--- src/rtl/bus_arbiter.sv ---
// bus_arbiter: two-master arbiter for one shared request/ready bus.
// A winner is granted in IDLE. Its transaction is held on the bus in BUSY
// until i_bus_ready arrives or the optional timeout expires. DONE is a
// one-cycle gap that lets the owner drop its request after the ready pulse.
module bus_arbiter #(
   parameter int FAIR    = 1,   // 1 = round-robin on ties, 0 = master A always wins
   parameter int TIMEOUT = 255  // BUSY cycles without ready before abort, 0 = never
) (
   input  logic        i_clock,
   input  logic        i_reset,
   // master A
   input  logic        i_a_request,
   input  logic        i_a_rw,
   input  logic [31:0] i_a_address,
   input  logic [31:0] i_a_data,
   output logic        o_a_ready,
   output logic        o_a_error,
   output logic [31:0] o_a_data,
   // master B
   input  logic        i_b_request,
   input  logic        i_b_rw,
   input  logic [31:0] i_b_address,
   input  logic [31:0] i_b_data,
   output logic        o_b_ready,
   output logic        o_b_error,
   output logic [31:0] o_b_data,
   // shared bus
   output logic        o_bus_request,
   output logic        o_bus_rw,
   output logic [31:0] o_bus_address,
   output logic [31:0] o_bus_data,
   input  logic        i_bus_ready,
   input  logic [31:0] i_bus_data
);

   typedef enum logic [1:0] {IDLE, BUSY, DONE} state_t;

   localparam logic [7:0] TMO_LIMIT = 8'(TIMEOUT);
   localparam bit         TMO_EN    = (TIMEOUT != 0);
   localparam bit         FAIR_EN   = (FAIR != 0);

   state_t      state_q;
   logic        owner_b_q;   // 1 = B owns the current transaction
   logic        last_b_q;    // 1 = B was granted most recently
   logic [7:0]  cnt_q;
   logic [7:0]  cnt_d;
   logic        tmo_hit_d;
   logic        grant_b_d;

   logic        bus_req_q;
   logic        bus_rw_q;
   logic [31:0] bus_addr_q;
   logic [31:0] bus_wdata_q;
   logic        a_ready_q;
   logic        a_error_q;
   logic [31:0] a_data_q;
   logic        b_ready_q;
   logic        b_error_q;
   logic [31:0] b_data_q;

   // Pick the winner among the current requests; ties go by FAIR.
   always_comb begin
      grant_b_d = 1'b0;
      if (i_b_request && !i_a_request) begin
         grant_b_d = 1'b1;
      end else if (i_a_request && i_b_request && FAIR_EN) begin
         grant_b_d = ~last_b_q;
      end
   end

   // Saturating wait counter and the abort condition it produces.
   always_comb begin
      cnt_d     = (cnt_q == 8'hFF) ? cnt_q : cnt_q + 8'd1;
      tmo_hit_d = TMO_EN && (cnt_d == TMO_LIMIT);
   end

   // Arbitration FSM with all outputs registered.
   always_ff @(posedge i_clock or posedge i_reset) begin
      if (i_reset) begin
         state_q     <= IDLE;
         owner_b_q   <= 1'b0;
         last_b_q    <= 1'b1;
         cnt_q       <= 8'd0;
         bus_req_q   <= 1'b0;
         bus_rw_q    <= 1'b0;
         bus_addr_q  <= 32'd0;
         bus_wdata_q <= 32'd0;
         a_ready_q   <= 1'b0;
         a_error_q   <= 1'b0;
         a_data_q    <= 32'd0;
         b_ready_q   <= 1'b0;
         b_error_q   <= 1'b0;
         b_data_q    <= 32'd0;
      end else begin
         case (state_q)
            IDLE: begin
               a_ready_q <= 1'b0;
               a_error_q <= 1'b0;
               b_ready_q <= 1'b0;
               b_error_q <= 1'b0;
               if (i_a_request || i_b_request) begin
                  bus_req_q   <= 1'b1;
                  bus_rw_q    <= grant_b_d ? i_b_rw      : i_a_rw;
                  bus_addr_q  <= grant_b_d ? i_b_address : i_a_address;
                  bus_wdata_q <= grant_b_d ? i_b_data    : i_a_data;
                  owner_b_q   <= grant_b_d;
                  last_b_q    <= grant_b_d;
                  cnt_q       <= 8'd0;
                  state_q     <= BUSY;
               end
            end
            BUSY: begin
               if (i_bus_ready) begin
                  // Ready wins over a coinciding timeout.
                  bus_req_q <= 1'b0;
                  if (owner_b_q) begin
                     b_ready_q <= 1'b1;
                     if (!bus_rw_q) b_data_q <= i_bus_data;
                  end else begin
                     a_ready_q <= 1'b1;
                     if (!bus_rw_q) a_data_q <= i_bus_data;
                  end
                  state_q <= DONE;
               end else begin
                  cnt_q <= cnt_d;
                  if (tmo_hit_d) begin
                     bus_req_q <= 1'b0;
                     if (owner_b_q) begin
                        b_ready_q <= 1'b1;
                        b_error_q <= 1'b1;
                     end else begin
                        a_ready_q <= 1'b1;
                        a_error_q <= 1'b1;
                     end
                     state_q <= DONE;
                  end
               end
            end
            DONE: begin
               a_ready_q <= 1'b0;
               a_error_q <= 1'b0;
               b_ready_q <= 1'b0;
               b_error_q <= 1'b0;
               state_q   <= IDLE;
            end
            default: state_q <= IDLE;
         endcase
      end
   end

   assign o_bus_request = bus_req_q;
   assign o_bus_rw      = bus_rw_q;
   assign o_bus_address = bus_addr_q;
   assign o_bus_data    = bus_wdata_q;
   assign o_a_ready     = a_ready_q;
   assign o_a_error     = a_error_q;
   assign o_a_data      = a_data_q;
   assign o_b_ready     = b_ready_q;
   assign o_b_error     = b_error_q;
   assign o_b_data      = b_data_q;

endmodule
--- config.mk ---
export PLATFORM = sky130hd
export DESIGN_NAME = bus_arbiter
export DESIGN_NICKNAME = d
export VERILOG_FILES = /design/src/rtl/bus_arbiter.sv
export SDC_FILE = /design/constraint.sdc
export NUM_CORES = 1
export LEC_CHECK = 0
export CORE_AREA = 2 2 88 175
export CTS_CLUSTER_DIAMETER = 40
export DETAILED_ROUTE_END_ITERATION = 10
export DIE_AREA = 0 0 90 177
export PLACE_DENSITY = 0.95
export SETUP_SLACK_MARGIN = 0.05
export SLEW_MARGIN = 15
export SYNTH_ARGS = -nofsm -noshare
export SYNTH_HDL_FRONTEND = slang
export SYNTH_SLANG_ARGS = --single-unit
--- constraint.sdc ---
create_clock -name i_clock -period 13.89 [get_ports i_clock]
set_input_delay 2.0835 -clock i_clock [delete_from_list [all_inputs] [get_ports i_clock]]
set_output_delay 2.0835 -clock i_clock [all_outputs]
set_load 0.01 [all_outputs]
==> out/qor_table.md, run 1 <==
| Metric | Reported | Unit |
|:---|:---|:---|
| Result of the run | complete, no violations | - |
| Maximum clock insertion buffer count | 2 | - |
| Path type of the worst setup path | in2reg | - |
| Number of enable flip-flop cells after synthesis | 0 | - |
| Min Clock Period, post-route | 4.00 | ns |
| Die Footprint | 15900 | um2 |
| Max incr delay on CP | 0.80 | ns |
| Ys Warns | 0 | - |
| Number of failing setup endpoints in the final timing report | 0 | - |
| Cells after synthesis | 527 | - |
| Highest-count cells in the layout ignoring fill and taps | clkdlybuf4s50_1 (300), dfrtp_1 (145), nand2_1 (78), o21ai_0 (71), mux2i_1 (66) | - |
| Final nets | 985 | - |
| Root buffer selected by CTS | clkbuf_16 | - |
| Data required time at the worst endpoint | 14.15 | ns |
| Number of global-route vias before repair | 5416 | - |
| Total design power | 2220 | uW |
| Number of storage elements in the synthesis netlist | 146 | - |
| Gr usage total | 0.257 | - |
| Slew at the pin closest to its max-slew limit | 1.10 | ns |
| DRC violation total after the first TritonRoute iteration | 217 | - |
| I/O pins | 301 | - |
| Fraction of layout cells with a size suffix above 1 | 0.133 | - |
| Number of nets in the synthesized netlist | 695 | - |
| Horizontal extent of the die | 90 | um |
| Commonest non-fill, non-tap cell in the layout | clkdlybuf4s50_1 | - |
| Via density per instance | 5.19 | - |
| Worst reg2reg setup slack | 11.53 | ns |
| Setup repair after global routing missed its margin | false | - |
| Worst hold path type | reg2reg | - |
| Total wirelength of the detailed-routed design | 20.3 | mm |
| Async set or reset register ratio after synthesis | 1.00 | - |
| Clock insertion delay at the later pin of the skew report | 0.42 | ns |
| Largest net degree at the start of global routing | 118 | - |
| Worst hold path startpoint | o_bus_address[19]$_DFFE_PP0P_ | - |
| Peak supply drop | 0.0000999 | V |
| Count of buffers from port buffering | 300 | - |
| Die height | 177 | um |
| Post-cts hold buffer count | 0 | - |
| Setup TNS after final layout | 0 | ns |
| Detailed-router iteration count before antenna repair | 4 | - |
| Clock buffers created by TritonCTS | 17 | - |
| Average size of a mapped cell | 12.3 | um2 |
| Global placement routability congestion | 0.924 | - |
| Worst Setup Start Kind | primary input | - |
| Number of resized instances in the post-cts repair step | 0 | - |
| Worst relative slew slack | 0.270 | - |
| Detail-routed net length per standard cell | 19.8 | um |
| Standard cell with the maximum stage delay on the critical path | buf_4 | - |
| Synth-to-layout area growth | 58.4 | % |
| Antenna violations before repair | 0 | - |
| Count of max-cap constraint violations | 0 | - |
| H-tree lvl count | 4 | - |
| First-pass GRT wire length | 30.8 | mm |
| Worst setup skew after layout | 0.00828 | ns |
| Via total after detailed routing | 5316 | - |
| Core ar. | 14700 | um2 |
| Highest clock rate | 0.250 | GHz |
| Critical path origin | i_b_request | - |
| Startpoint of the worst-slack reg-to-reg timing path | cnt_q[0]$_DFFE_PP0P_ | - |
| Kind of end point of the critical path | flop | - |
| Sequential fraction of the synthesis area | 0.565 | - |
| Number of endpoints with negative hold slack in the final report | 0 | - |
| TritonCTS clock tree | done | - |
| List of cells traversed by the critical path | clkdlybuf4s50_1 > a21boi_4 > buf_4 > mux2i_1 > o21ai_0 | - |
| Diodes inserted | 0 | - |
| Reg clk slew, reported paths | 0.06 | ns |
| Detailed-route DRC error count | 0 | - |
| Synth Flop Type | dfrtp_1 | - |
| Worst endpoint data arrival time | 4.25 | ns |
| Portion of the clock cycle consumed by the worst path in the final layout | 0.288 | - |
| Number of clock sinks | 146 | - |
| Max-slew violation total from the final report | 0 | - |
| HPWL after DPL | 15.7 | mm |
| Power density normalized to cell area | 217 | nW/um2 |
| Standard-cell row count | 63 | - |
| Congestion Overflow GR | 0 | - |
| Count of distinct cell types in the synthesized netlist | 48 | - |
| Initial Util | 0.442 | - |
| Post-Syn Area | 6470 | um2 |
| Maximum fanout along the worst path | 65 | - |
| Leakage power | 0.00446 | uW |
| Count of antenna-violating nets left after detailed routing | 0 | - |
| Post-CTS repair timing setup buffer count | 0 | - |
## Yosys cell counts (2+ instances only)
master	count	share of area
inv_1	4	0.0023
mux2_2	32	0.056
nor2_1	3	0.0017
nor3_1	6	0.0046
clkbuf_1	14	0.0081
dfrtp_1	145	0.56
nand2_1	78	0.045
nand4_1	2	0.0019
a31o_1	2	0.0027
a31oi_1	6	0.0058
a21oi_1	5	0.0039
mux2_4	30	0.070
o21ai_1	2	0.0015
o21a_1	4	0.0046
and4b_1	2	0.0031
nand3_1	7	0.0054
nor3b_1	2	0.0023
a32o_1	2	0.0031
buf_2	14	0.011
mux2i_1	66	0.10
mux2_1	2	0.0035
buf_6	3	0.0052
o21ai_0	71	0.055
## power by group
part | internal [uW] | switching (uW) | leakage [uW]
logic | 546 | 423 | 0.00236
registers | 627 | 128 | 0.00179
clock network | 320 | 180 | 0.000301
## routing by layer
metal | global-route usage | vias to the layer above | wire length (um)
met4 | 0.0878 | 0 | 394
met1 | 0.304 | 2531 | 7890
met3 | 0.0958 | 23 | 2010
met2 | 0.430 | 304 | 10000
li1 | - | 2458 | -
met5 | 0 | - | 0
## layout make-up
| type | instances | area (um2) |
|---|---|---|
| Clock inverter | 12 | 204 |
| Clock buffer | 20 | 437 |
| Sequential cell | 146 | 3650 |
| Inverter | 4 | 20.0 |
| Fill cell | 1082 | 4410 |
| Multi-Input combinational cell | 344 | 2660 |
| Timing Repair Buffer | 304 | 3030 |
| Tap cell | 195 | 244 |
## worst max-delay path, delay by kind of cell
kind | cells | cell delay, ns
buf+inv | 2 | 1.38
mux | 1 | 0.36
compound gates | 2 | 0.35
## metrics by stage
step / instances / instance area [um2] / setup WS, ns / util / hold slack, ns
final: 1025 / 10300 / 9.89 / 0.699 / 0.475
after global routing: 1025 / 10300 / 9.72 / 0.699 / 0.491
after CTS: 1025 / 10300 / 9.92 / 0.699 / 0.482
after detailed placement: 993 / 9610 / 9.45 / 0.656 / 0.469
after global placement: 993 / 9610 / 9.46 / 0.656 / 0.462
after floorplan: 527 / 6470 / 7.89 / - / 0.439
## sequential cells by signal, summed over array words and instances (netlist names)
name / count
o_a_data: 32
o_b_ready: 1
o_b_error: 1
state_q: 2
o_b_data: 32
o_bus_request: 1
owner_b_q: 1
cnt_q: 8
last_b_q: 1
o_bus_rw: 1
o_a_ready: 1
o_bus_address: 32
o_a_error: 1
o_bus_data: 32
## kinds of logic (layout without fill, tap and decap cells)
group / Yosys count / count (layout) / share of synthesized area
XOR/XNOR: 1 / 1 / 0.00135
multiplexers: 130 / 130 / 0.231
adder cells (fa/ha/maj): 1 / 1 / 0.00193
flip-flops: 146 / 146 / 0.565
buffers and inverters: 37 / 340 / 0.0292
AO/OA/AOI/OAI: 99 / 99 / 0.0901
AND/OR/NAND/NOR: 113 / 113 / 0.0821
## final timing paths
path,cells after the start,to
worst max-delay path,5,o_bus_data[25]$_DFFE_PP0P_
worst min-delay path,2,o_bus_address[19]$_DFFE_PP0P_
worst max register to register,6,o_a_error$_DFFE_PP0P_
worst min register to register,2,o_bus_address[19]$_DFFE_PP0P_
max in group asynchronous,3,o_bus_address[27]$_DFFE_PP0P_
min in group asynchronous,2,o_a_data[23]$_DFFE_PP0P_
No activity file was read; power rests on OpenSTA's default activity.
==> run 2, diff against run 1 <==
--- a/config.mk
+++ b/config.mk
@@ -5,11 +5,11 @@
 export SDC_FILE = /design/constraint.sdc
 export NUM_CORES = 1
 export LEC_CHECK = 0
-export CORE_AREA = 2 2 88 175
+export CORE_AREA = 2 2 96 190
 export CTS_CLUSTER_DIAMETER = 40
 export DETAILED_ROUTE_END_ITERATION = 10
-export DIE_AREA = 0 0 90 177
-export PLACE_DENSITY = 0.95
+export DIE_AREA = 0 0 98 192
+export PLACE_DENSITY = 0.88
 export SETUP_SLACK_MARGIN = 0.05
 export SLEW_MARGIN = 15
 export SYNTH_ARGS = -nofsm -noshare
==> constraint.sdc (replaced) <==
create_clock -name i_clock -period 3.2 [get_ports i_clock]
set_input_delay 0.48 -clock i_clock [delete_from_list [all_inputs] [get_ports i_clock]]
set_output_delay 0.48 -clock i_clock [all_outputs]
set_load 0.01 [all_outputs]
==> run 2 against run 1 <==
Worst setup slack lost 9.1 ns. Sequential share of layout area shrank 0.33 points. Cell area grew 0.94%. Register-to-register slack lost 11 ns. Critical path depth grew 1. Worst hold slack gained 0.0012 ns. Non-clock buffer count grew 4. Combinational power grew to 4.3 times the previous value. Critical endpoint is now o_a_error$_DFFE_PP0P_.
==> out/qor_table.md, run 2 (same netlist as run 1, synthesis figures left out) <==
| Metric | Reported | Unit | Delta |
|:---|:---|:---|:---|
| Diodes inserted | 0 | - | unchanged |
| Maximum clock insertion buffer count | 2 | - | unchanged |
| Number of fillers in the final layout | 1357 | - | +25% |
| Count of antenna-violating nets left after detailed routing | 0 | - | unchanged |
| Worst setup skew after layout | 0.00470 | ns | -0.00358 ns |
| Max incr delay on CP | 0.57 | ns | -0.23 ns |
| Clock insertion delay at the later pin of the skew report | 0.41 | ns | about the same |
| Clock buffers created by TritonCTS | 17 | - | unchanged |
| List of cells traversed by the critical path | ha_1 > nand4_1 > nor2_1 > o21ai_0 > a2111oi_4 > a32o_1 | - |  |
| Post-CTS repair timing setup buffer count | 0 | - | unchanged |
| Slew at the pin closest to its max-slew limit | 1.06 | ns | -0.0310 ns |
| Reg2Reg Depth | 6 | - | unchanged |
| Portion of the clock cycle consumed by the worst path in the final layout | 0.752 | - |  |
| Cell type group with the largest total delay on the critical path | compound AO/OA/AOI/OAI gates | - |  |
| Reg-to-Reg End | o_a_error$_DFFE_PP0P_ | - |  |
| First-pass GRT wire length | 28.8 | mm | -6.7% |
| Worst relative slew slack | 0.290 | - | +0.0206 |
| Depth of the worst hold-timing path | 2 | - | unchanged |
| Commonest non-fill, non-tap cell in the layout | clkdlybuf4s50_1 | - |  |
| Core ar. | 17300 | um2 | +18% |
| Horizontal extent of the die | 98 | um | +8.9% |
| Congestion Overflow GR | 0 | - | unchanged |
| Synth-to-layout area growth | 59.9 | % |  |
| Antenna violations before repair | 1 | - | +1 |
| Highest-count cells in the layout ignoring fill and taps | clkdlybuf4s50_1 (300), dfrtp_1 (145), nand2_1 (78), o21ai_0 (71), mux2i_1 (66) | - |  |
| DRC violation total after the first TritonRoute iteration | 256 | - | +18% |
| Kind of end point of the critical path | flop | - |  |
| Worst reg2reg setup slack | 0.79 | ns | -10.74 ns |
| Largest net degree at the start of global routing | 147 | - | +25% |
| Number of global-route vias before repair | 5427 | - | +0.20% |
| Final std cells w/o fill | 1044 | - | +1.9% |
| Gr usage total | 0.197 | - | -0.0601 |
| Highest clock rate | 0.416 | GHz |  |
| Standard cell with the maximum stage delay on the critical path | a2111oi_4 | - |  |
| I/O pins | 301 | - | unchanged |
| End point of the worst hold path | o_bus_address[12]$_DFFE_PP0P_ | - |  |
| Number of endpoints with negative hold slack in the final report | 0 | - | unchanged |
| Count of max-cap constraint violations | 0 | - | unchanged |
| Fraction of layout cells with a size suffix above 1 | 0.139 | - | +0.00656 |
| Total wirelength of the detailed-routed design | 18.4 | mm | -9.4% |
| Min Clock Period, post-route | 2.41 | ns |  |
| Max-slew violation total from the final report | 0 | - | unchanged |
| Setup TNS after final layout | 0 | ns | unchanged |
| Register Area | 3650 | um2 | unchanged |
| Startpoint of the worst-slack reg-to-reg timing path | cnt_q[0]$_DFFE_PP0P_ | - |  |
| Die Footprint | 18800 | um2 | +18% |
| Die height | 192 | um | +8.5% |
| H-tree lvl count | 4 | - | unchanged |
| Number of clock sinks | 146 | - | unchanged |
| Via total after detailed routing | 5177 | - | -2.6% |
| TritonCTS clock tree | done | - |  |
| Reg clk slew, reported paths | 0.06 | ns | about the same |
| Leakage power | 0.00449 | uW | +0.82% |
| Critical path depth in cells | 6 | - | +1 |
| Path type of the worst setup path | reg2reg | - |  |
| Area occupied by multi-input gates | 2660 | um2 | unchanged |
| Standard-cell row count | 68 | - | +7.9% |
| Via density per instance | 4.96 | - | -4.4% |
| Worst Setup Start Kind | flop | - |  |
| Root buffer selected by CTS | clkbuf_16 | - |  |
| Count of buffers from port buffering | 300 | - | unchanged |
| Worst endpoint data arrival time | 2.75 | ns | -1.50 ns |
| Data required time at the worst endpoint | 3.54 | ns | -10.61 ns |
| Final nets | 989 | - | +0.41% |
| Worst hold path startpoint | o_bus_address[12]$_DFFE_PP0P_ | - |  |
| Initial Util | 0.375 | - | -0.0667 |
| Peak supply drop | 0.000415 | V | +320% |
| Result of the run | complete, no violations | - |  |
| Maximum fanout along the worst path | 15 | - | -77% |
| HPWL after DPL | 14.0 | mm | -11% |
| Number of resized instances in the post-cts repair step | 0 | - | unchanged |
| Worst hold path type | reg2reg | - |  |
| Power density normalized to cell area | 923 | nW/um2 | +330% |
| Detail-routed net length per standard cell | 17.7 | um | -11% |
| Number of failing setup endpoints in the final timing report | 0 | - | unchanged |
| Finished Core Util | 0.599 | - | -0.100 |
| Setup repair after global routing missed its margin | false | - |  |
| Detailed-route DRC error count | 0 | - | unchanged |
| Placed insts | 1012 | - | +1.9% |
| Detailed-router iteration count before antenna repair | 4 | - | unchanged |
| Global placement routability congestion | 0.801 | - | -13% |
| Post-cts hold buffer count | 0 | - | unchanged |
| Number of buffers and inverters on the critical path | 0 | - | -2 |
-- run 2: worst max path at each step --
stage	slack, ns	to	startpoint
finish	0.79	o_a_error$_DFFE_PP0P_	cnt_q[0]$_DFFE_PP0P_
CTS	0.82	o_a_error$_DFFE_PP0P_	cnt_q[0]$_DFFE_PP0P_
global route	0.59	o_a_error$_DFFE_PP0P_	cnt_q[0]$_DFFE_PP0P_
detailed placement	0.51	o_b_data[3]$_DFFE_PP0P_	i_bus_ready
floorplan	0.89	cnt_q[0]$_DFFE_PP0P_	i_reset
global placement	0.56	o_b_data[11]$_DFFE_PP0P_	i_bus_ready
-- run 2: layout make-up --
cell class	instances	area share
clock buffer	19	0.0428
inverter	4	0.00181
clock inverter	13	0.0202
timing repair buffer	308	0.300
multi-input combinational	344	0.257
sequential	146	0.353
tap	210	0.0254
-- run 2: power by group --
| part | internal, uW | switching, uW |
|---|---|---|
| Sequential | 2720 | 498 |
| Clock | 1410 | 775 |
| Combinational | 2410 | 1750 |
| Total | 6530 | 3020 |
-- run 2: routing by layer --
metal | wire [um] | track usage
met1 | 6630 | 0.217
met5 | 11 | 0
met3 | 1230 | 0.0557
met2 | 9980 | 0.350
met4 | 568 | 0.0849
-- run 2: tightest hold or removal path, stage by stage, from the launching register on --
cell and delay (ns):
dfrtp_1 0.34, nand2_1 0.04, o21ai_0 0.06
-- run 2: per-stage QoR --
| stage | total power (uW) | area [um2] | hold WS (ns) | setup slack, ns |
|---|---|---|---|---|
| floorplan | 5030 | 6480 | 0.439 | 0.888 |
| global placement | 7290 | 9700 | 0.459 | 0.559 |
| detailed placement | 7450 | 9700 | 0.469 | 0.507 |
| CTS | 9680 | 10300 | 0.483 | 0.817 |
| global route | 10100 | 10300 | 0.496 | 0.586 |
| finish | 9550 | 10300 | 0.476 | 0.795 |
==> run 3, diff against run 2 <==
==> constraint.sdc (replaced) <==
create_clock -name i_clock -period 2 [get_ports i_clock]
set_input_delay 0.3 -clock i_clock [delete_from_list [all_inputs] [get_ports i_clock]]
set_output_delay 0.3 -clock i_clock [all_outputs]
set_load 0.01 [all_outputs]
==> run 3 against run 2 <==
Sequential power rose by 59%. Cell count increased by 3.6%. Total power grew 63%. Clock skew rose by 0.0039 ns. Combinational power up 71%. Cell area rose by 3.9%. Global-route usage up 0.76 points.
==> out/qor_table.md, run 3 (same netlist as run 1, synthesis figures left out) <==
| Metric | Reported | Unit | Delta |
|:---|:---|:---|:---|
| Result of the run | complete, no violations | - |  |
| Count of antenna-violating nets left after detailed routing | 0 | - | unchanged |
| Critical path depth in cells | 6 | - | unchanged |
| Kind of end point of the critical path | flop | - |  |
| Global placement routability congestion | 0.836 | - | +4.4% |
| Hold slack | 0.338 | ns | -0.138 ns |
| Path type of the worst setup path | reg2reg | - |  |
| Detail-routed net length per standard cell | 18.0 | um | +2.3% |
| Dominant cell type by count on the critical path | a2111oi_4 | - |  |
| Max incr delay on CP | 0.45 | ns | -0.12 ns |
| Power density normalized to cell area | 1450 | nW/um2 | +57% |
| Standard-cell row count | 68 | - | unchanged |
| Max-slew violation total from the final report | 0 | - | unchanged |
| Place WS | 0.0310 | ns | -0.476 ns |
| Count of max-cap constraint violations | 0 | - | unchanged |
| Post-cts hold buffer count | 0 | - | unchanged |
| Final nets | 1029 | - | +4.0% |
| Area occupied by multi-input gates | 2700 | um2 | +1.4% |
| Total wirelength of the detailed-routed design | 19.5 | mm | +6.0% |
| Clock buffers created by TritonCTS | 17 | - | unchanged |
| Cell type group with the largest total delay on the critical path | compound AO/OA/AOI/OAI gates | - |  |
| Commonest non-fill, non-tap cell in the layout | clkdlybuf4s50_1 | - |  |
| Worst Setup Start Kind | flop | - |  |
| First-pass GRT wire length | 29.8 | mm | +3.6% |
| Diodes inserted | 0 | - | unchanged |
| Detailed-router iteration count before antenna repair | 4 | - | unchanged |
| Initial Util | 0.375 | - | unchanged |
| Detailed-route DRC error count | 0 | - | unchanged |
| Worst relative slew slack | 0.745 | - | +0.454 |
| Die height | 192 | um | unchanged |
| Setup repair after global routing missed its margin | true | - |  |
| Placed insts | 1052 | - | +4.0% |
| Highest-count cells in the layout ignoring fill and taps | clkdlybuf4s50_1 (300), dfrtp_1 (144), nand2_1 (77), o21ai_0 (70), mux2i_1 (66) | - |  |
| Final std cells w/o fill | 1082 | - | +3.6% |
| Reg clk slew, reported paths | 0.06 | ns | about the same |
| Slew at the pin closest to its max-slew limit | 0.383 | ns | -0.681 ns |
| Number of buffers and inverters on the critical path | 1 | - | +1 |
| Fraction of layout cells with a size suffix above 1 | 0.182 | - | +0.0433 |
| Maximum clock insertion buffer count | 2 | - | unchanged |
| Horizontal extent of the die | 98 | um | unchanged |
| Core ar. | 17300 | um2 | unchanged |
| Synth-to-layout area growth | 66.1 | % |  |
| Number of fillers in the final layout | 1297 | - | -4.4% |
| Data required time at the worst endpoint | 2.30 | ns | -1.24 ns |
| Worst setup skew after layout | 0.00857 | ns | +0.00387 ns |
| DRC violation total after the first TritonRoute iteration | 144 | - | -44% |
| Worst setup path endpoint | o_a_error$_DFFE_PP0P_ | - |  |
| Highest clock rate | 0.526 | GHz | +26% |
| Worst reg2reg setup slack | 0.1 | ns | -0.70 ns |
| Setup TNS after final layout | 0 | ns | unchanged |
| Min Clock Period, post-route | 1.90 | ns | -0.503 ns |
| Worst hold path type | in2async | - |  |
| Register Area | 3660 | um2 | about the same |
| Critical path origin | cnt_q[4]$_DFFE_PP0P_ | - |  |
| Reg2Reg Depth | 6 | - | unchanged |
| I/O pins | 301 | - | unchanged |
| Worst endpoint data arrival time | 2.20 | ns | -0.55 ns |
| Via density per instance | 4.99 | - | +0.64% |
| Number of failing setup endpoints in the final timing report | 0 | - | unchanged |
| Finished Core Util | 0.623 | - | +0.0235 |
| Largest net degree at the start of global routing | 65 | - | -56% |
| Congestion Overflow GR | 0 | - | unchanged |
| Antenna violations before repair | 0 | - | -1 |
| Number of global-route vias before repair | 5760 | - | +6.1% |
| Number of endpoints with negative hold slack in the final report | 0 | - | unchanged |
| Number of clock sinks | 146 | - | unchanged |
| Root buffer selected by CTS | clkbuf_16 | - |  |
| H-tree lvl count | 4 | - | unchanged |
| Via total after detailed routing | 5400 | - | +4.3% |
| Startpoint of the worst-slack reg-to-reg timing path | cnt_q[4]$_DFFE_PP0P_ | - |  |
| HPWL after DPL | 15.4 | mm | +9.8% |
| Clock insertion delay at the later pin of the skew report | 0.41 | ns | about the same |
| Final Worst Setup Slack | 0.0981 | ns | -0.697 ns |
| Count of buffers from port buffering | 300 | - | unchanged |
| Gr usage total | 0.204 | - | +0.00761 |
| Peak supply drop | 0.000776 | V | +87% |
| List of cells traversed by the critical path | and4_4 > nand2_1 > a2111oi_4 > a2111oi_4 > buf_4 > a32o_1 | - |  |
| Leakage power | 0.00472 | uW | +5.0% |
| Standard cell with the maximum stage delay on the critical path | dfrtp_1 | - |  |
| TritonCTS clock tree | done | - |  |
| Portion of the clock cycle consumed by the worst path in the final layout | 0.951 | - | +0.199 |
| Maximum fanout along the worst path | 8 | - | -7 |
| Reg-to-Reg End | o_a_error$_DFFE_PP0P_ | - |  |
| Die Footprint | 18800 | um2 | unchanged |
==> run 3: cell types whose count changed in the layout (fill, tap and decap cells not counted), sizes merged <==
cell,previous run,this run
clkinv,5,4
clkbuf,19,20
bufinv,5,4
buf,8,48
clkinvlp,4,3
==> run 3: worst min-delay path, stage by stage <==
cell and delay (ns):
clkdlybuf4s50_1 0.45, clkinvlp_4 0.14, buf_12 0.22
==> run 3: through the flow <==
step / cell area [um2] / total power, uW
after detailed placement: 10100 / 12300
after global routing: 10800 / 16500
after CTS: 10700 / 15700
final: 10800 / 15600
after floorplan: 6480 / 8040
after global placement: 10100 / 12000
==> run 3: repair_timing <==
| action | CTS | global route |
|---|---|---|
| pin swaps | 0 | 2 |
| buffers inserted | 0 | 1 |
| endpoints found under the setup margin | 2 | 7 |
| endpoints found under the hold margin | 0 | 0 |
| gates resized for setup | 1 | 8 |
==> run 3: cell type report <==
class                      instances  area share
timing repair buffer             348       0.326
clock buffer                      20      0.0425
sequential                       146       0.340
clock inverter                    10      0.0148
multi-input combinational        344       0.251
tap                              210      0.0244
inverter                           4     0.00175
==> run 3: how the worst min path moves through the flow <==
stage	slack, ns	cells after the start	to
global placement	0.46	2	o_bus_data[30]$_DFFE_PP0P_
floorplan	0.43	1	state_q[1]$_DFFE_PP0P_
CTS	0.34	3	o_b_data[23]$_DFFE_PP0P_
finish	0.34	3	o_b_data[23]$_DFFE_PP0P_
detailed placement	0.47	2	o_bus_address[0]$_DFFE_PP0P_
global route	0.36	3	o_b_data[23]$_DFFE_PP0P_
==> run 3: routing by layer <==
metal	vias to the layer above	routed length (um)	global-route usage
li1	2532	-	-
met1	2582	6900	0.214
met2	244	10900	0.385
met3	42	1120	0.0509
met4	0	586	0.0801
met5	-	0	0
==> run 3: report_power, final <==
group	switching (uW)	internal, uW	total, uW
logic	2950	4150	7100
registers	778	4350	5130
clock network	1200	2140	3340
